===== src/rtl/fft4_frame_loader.sv =====
// Collects a stream of 4-bit samples into 4-sample frames and hands each
// complete frame to the FFT stage in parallel on x_0..x_3.
//   clk, rst          : clock, synchronous active-high reset
//   in_data/in_valid  : sample stream, in_sof marks sample x_0 of a frame
//   in_ready          : loader can accept a sample this cycle
//   x_0..x_3/out_valid: registered parallel frame, taken when out_ready=1
//   frame_cnt         : frames handed off (wraps at 256)
//   frame_drop        : one-cycle pulse when a partial frame is discarded
module fft4_frame_loader (
  input  logic       clk,
  input  logic       rst,
  input  logic [3:0] in_data,
  input  logic       in_valid,
  input  logic       in_sof,
  output logic       in_ready,
  output logic [3:0] x_0,
  output logic [3:0] x_1,
  output logic [3:0] x_2,
  output logic [3:0] x_3,
  output logic       out_valid,
  input  logic       out_ready,
  output logic [7:0] frame_cnt,
  output logic       frame_drop
);

  typedef enum logic {
    FILL = 1'b0,
    FULL = 1'b1
  } state_t;

  state_t     r_state;
  logic [1:0] r_fill_cnt;
  logic [3:0] r_sh [4];

  logic w_accept;
  logic w_free;
  logic w_hs;

  assign in_ready = (r_state == FILL);
  assign w_accept = in_valid && (r_state == FILL);
  assign w_hs     = out_valid && out_ready;
  assign w_free   = !out_valid || out_ready;

  always_ff @(posedge clk) begin
    if (rst) begin
      r_state    <= FILL;
      r_fill_cnt <= '0;
      for (int unsigned i = 0; i < 4; i++) begin
        r_sh[i] <= '0;
      end
      x_0        <= '0;
      x_1        <= '0;
      x_2        <= '0;
      x_3        <= '0;
      out_valid  <= 1'b0;
      frame_cnt  <= '0;
      frame_drop <= 1'b0;
    end else begin
      frame_drop <= 1'b0;
      if (w_hs) begin
        frame_cnt <= frame_cnt + 8'd1;
        out_valid <= 1'b0;
      end
      case (r_state)
        FILL: begin
          if (w_accept) begin
            if (in_sof) begin
              // A new start-of-frame always restarts at slot 0.
              r_sh[0]    <= in_data;
              r_fill_cnt <= 2'd1;
              frame_drop <= (r_fill_cnt != 2'd0);
            end else if (r_fill_cnt == 2'd3) begin
              if (w_free) begin
                // Last sample bypasses the shadow so latency is one cycle.
                x_0       <= r_sh[0];
                x_1       <= r_sh[1];
                x_2       <= r_sh[2];
                x_3       <= in_data;
                out_valid <= 1'b1;
              end else begin
                r_sh[3] <= in_data;
                r_state <= FULL;
              end
              r_fill_cnt <= '0;
            end else begin
              r_sh[r_fill_cnt] <= in_data;
              r_fill_cnt       <= r_fill_cnt + 2'd1;
            end
          end
        end
        FULL: begin
          if (w_hs) begin
            x_0        <= r_sh[0];
            x_1        <= r_sh[1];
            x_2        <= r_sh[2];
            x_3        <= r_sh[3];
            out_valid  <= 1'b1;
            r_state    <= FILL;
            r_fill_cnt <= '0;
          end
        end
        default: r_state <= FILL;
      endcase
    end
  end

endmodule


===== config.mk =====
export PLATFORM = sky130hd
export DESIGN_NAME = fft4_frame_loader
export DESIGN_NICKNAME = d
export VERILOG_FILES = /design/src/rtl/fft4_frame_loader.sv
export SDC_FILE = /design/constraint.sdc
export NUM_CORES = 1
export LEC_CHECK = 0
export CAP_MARGIN = 20
export CORE_AREA = 2 2 73 75
export CTS_BUF_LIST = sky130_fd_sc_hd__clkbuf_8
export CTS_CLUSTER_SIZE = 10
export DETAILED_ROUTE_END_ITERATION = 8
export DIE_AREA = 0 0 75 77
export MAX_ROUTING_LAYER = met4
export PLACE_DENSITY = 0.73
export SYNTH_ARGS = -nofsm -noshare
export SYNTH_HDL_FRONTEND = slang
export SYNTH_SLANG_ARGS = --single-unit

===== constraint.sdc =====
create_clock -name clk -period 3 [get_ports clk]
set_input_delay 0.3 -clock clk [delete_from_list [all_inputs] [get_ports clk]]
set_output_delay 0.3 -clock clk [all_outputs]
set_load 0.05 [all_outputs]

==> reports/summary.txt <==
Port-buffer cells - 35
Worst EP arrival - 2.27 ns
Initial antenna violation count - 0
Max Slew Vio Count - 0
FF-to-FF path depth - 4
Largest net degree at the start of global routing - 48
Post-CTS Setup Bufs - 0
Setup Skew - 0.00334 ns
Die area - 5780 sq um
Final Worst Setup Slack - 0.719 ns
Clock tree buffer depth - 2
Core Area - 4980 sq um
Post-layout min period - 2.28 ns
Vias in the first global route - 1464
RSZ-0062 raised after global routing - no
Gr usage total - 0.154
Worst rel slew slack - 0.570
Total negative slack - 0 ns
Area Overhead vs Synth - 20.9%
Status - complete, no violations
Design area - 2670 sq um
WHS Path Cells - 2
Initial DRC count - 39
CP Launch Type - flip-flop
GRT overflow - 0
Reg2reg end - r_sh[1][1]$_SDFFCE_PN0P_
Cells after Synth - 208
Required @ worst endpoint - 2.98 ns
Yosys reg bits - 45
Final RePlAce weighted congestion - 0.797
Ant. Diodes - 0
Syn_area_per_cell - 10.6 sq um
Final setup fails - 0
PwrDens - 403 nW/um^2
# nets final - 251
Mapped Area - 2200 sq um
Sequential share of the synthesized area - 0.481
Ys Warns - 0
# rows - 26
Placed Area - 2580 sq um
Ys flop type - dfxtp_1
Count of different cell masters after synthesis - 44
Clock latency on the worst-skew pair - 0.29 ns
Clock transition at path regs - 0.08 ns
H-tree Lvls - 2
Starting Density - 0.443
ANT nets after route - 0
Pwr Total - 0.00108 W
Final core utilization - 0.536
Total Routed Length - 3.78 mm
Layout cell share with drive strength beyond 1 - 0.105
CP max FO - 7
VDD IR max - 0.248 mV
Io pins - 36
Critical path capture point type - flip-flop
Hold Crit Endpoint - x_1[0]$_SDFFE_PP0P_
DRC - 0
Max_cap viols - 0
Die height - 77 microns
Critical R2R Launch - r_fill_cnt[0]$_SDFFE_PP0P_
Total number of vias - 1493
Vias per std cell - 4.83
Fmax - 0.438 GHz
Post-synth EDFFs - 16
Syn_nets - 221
First-pass GRT wire length - 6.73 mm
Slew @ Worst Pin - 0.644 ns
Setup CP Type - reg2reg
CTS resizes - 0
Hold Path Origin - x_1[0]$_SDFFE_PP0P_
Place WS - 0.478 ns
CTS tree - built
Lkg Pwr - 0.932 nW
CTS Buf Count - 5
HPWL after DPL - 2.69 mm
CTS root buf - clkbuf_8
Worst R2R Setup Slack - 0.72 ns
Final Cycle Share - 0.760
Hold Crit Class - reg2reg
CTS Sinks - 45
First-pass iteration count of the detailed router - 4
Hold Fails Final Rpt - 0
WL/cell - 12.2 microns
Hold_buf cts - 0
Chip Width - 75 microns
Asr flop ratio synth - 0
==> worst max-delay path by stage <==
stage / start / end / slack (ns) / cells after the start
after floorplan: r_fill_cnt[0]$_SDFFE_PP0P_ / r_sh[1][0]$_SDFFCE_PN0P_ / 0.92 / 5
after global placement: in_sof / r_sh[1][1]$_SDFFCE_PN0P_ / 0.54 / 4
after detailed placement: in_sof / r_sh[1][1]$_SDFFCE_PN0P_ / 0.48 / 4
after CTS: r_fill_cnt[0]$_SDFFE_PP0P_ / r_sh[1][2]$_SDFFCE_PN0P_ / 0.71 / 4
after global routing: r_fill_cnt[0]$_SDFFE_PP0P_ / r_sh[1][1]$_SDFFCE_PN0P_ / 0.64 / 4
final: r_fill_cnt[0]$_SDFFE_PP0P_ / r_sh[1][1]$_SDFFCE_PN0P_ / 0.72 / 4
==> where the power goes <==
part           switching, W  internal (W)
clock              0.000191      0.000158
combinational     0.0000411     0.0000345
sequential       0.00000639      0.000644
total              0.000239      0.000837
==> critical path, stage by stage (launching register included) <==
cell	delay, ns
dfxtp_1	0.40
ha_1	0.29
or4b_4	0.52
or3_1	0.48
o21bai_2	0.28
==> final cells by class <==
type | instances | area (sq um)
clock buffer | 5 | 68.8
inverter | 10 | 37.5
timing repair buffer | 36 | 358
tap | 70 | 87.6
clock inverter | 3 | 13.8
sequential | 45 | 1060
multi-input combinational | 140 | 1040
fill | 488 | 2310
==> cells in the mapped netlist, types with 2 or more instances <==
| library cell | count | share of area |
|---|---|---|
| mux2i_1 | 16 | 0.073 |
| or3_1 | 3 | 0.0085 |
| nand2_1 | 3 | 0.0051 |
| inv_1 | 10 | 0.017 |
| edfxtp_1 | 16 | 0.22 |
| a21oi_1 | 6 | 0.014 |
| nor3_2 | 4 | 0.018 |
| clkbuf_1 | 9 | 0.015 |
| dfxtp_1 | 29 | 0.26 |
| ha_1 | 4 | 0.023 |
| nor2b_1 | 10 | 0.028 |
| and2_1 | 12 | 0.034 |
| buf_6 | 2 | 0.010 |
| mux2_2 | 6 | 0.031 |
| nor2_1 | 12 | 0.020 |
| nand4_1 | 2 | 0.0057 |
| or2_2 | 2 | 0.0057 |
| buf_2 | 2 | 0.0045 |
| nand4bb_1 | 2 | 0.010 |
| nand3_1 | 5 | 0.011 |
| o21ai_0 | 4 | 0.0091 |
| nand2b_1 | 27 | 0.077 |
==> layout by cell type, fill, tap and decap left out, types with 2 or more instances in the layout <==
master            n
clkdlybuf4s50_1  35
dfxtp_1          29
nand2b_1         27
mux2i_1          16
edfxtp_1         16
and2_1           12
nor2_1           12
inv_1            11
nor2b_1          10
mux2_2            6
a21oi_1           6
nand3_1           5
clkbuf_8          5
o21ai_0           4
nor3_2            4
ha_1              4
or3_1             3
nand2_1           3
nand4bb_1         2
or2_2             2
nand4_1           2
clkinv_2          2
==> stage by stage <==
step,hold slack (ns),std cells
final,0.476,309
after global routing,0.491,309
after CTS,0.479,309
after detailed placement,0.460,301
after global placement,0.459,301
after floorplan,0.491,208
==> sequential cells by signal, indices dropped and copies added (netlist names) <==
register	count
r_state	1
out_valid	1
r_fill_cnt	2
x_0	4
x_3	4
frame_drop	1
x_1	4
r_sh	16
frame_cnt	8
x_2	4
==> layer usage <==
metal / global-route usage / up-vias / wire (microns)
met1: 0.195 / 685 / 1730
met2: 0.238 / 34 / 1850
met5: - / - / 0
met4: 0.0536 / 0 / 40
li1: - / 770 / -
met3: 0.0394 / 4 / 162
==> cell families after synthesis <==
family | Yosys count | synth area share
AOI/OAI and AO/OA | 22 | 0.0829
xor gates and xnor gates | 2 | 0.00795
adders and majority gates | 4 | 0.0227
buffers and inverters | 23 | 0.0471
DFF | 45 | 0.481
muxes | 22 | 0.103
and+or+nand+nor | 90 | 0.255
(Power assumes the default switching activity.)
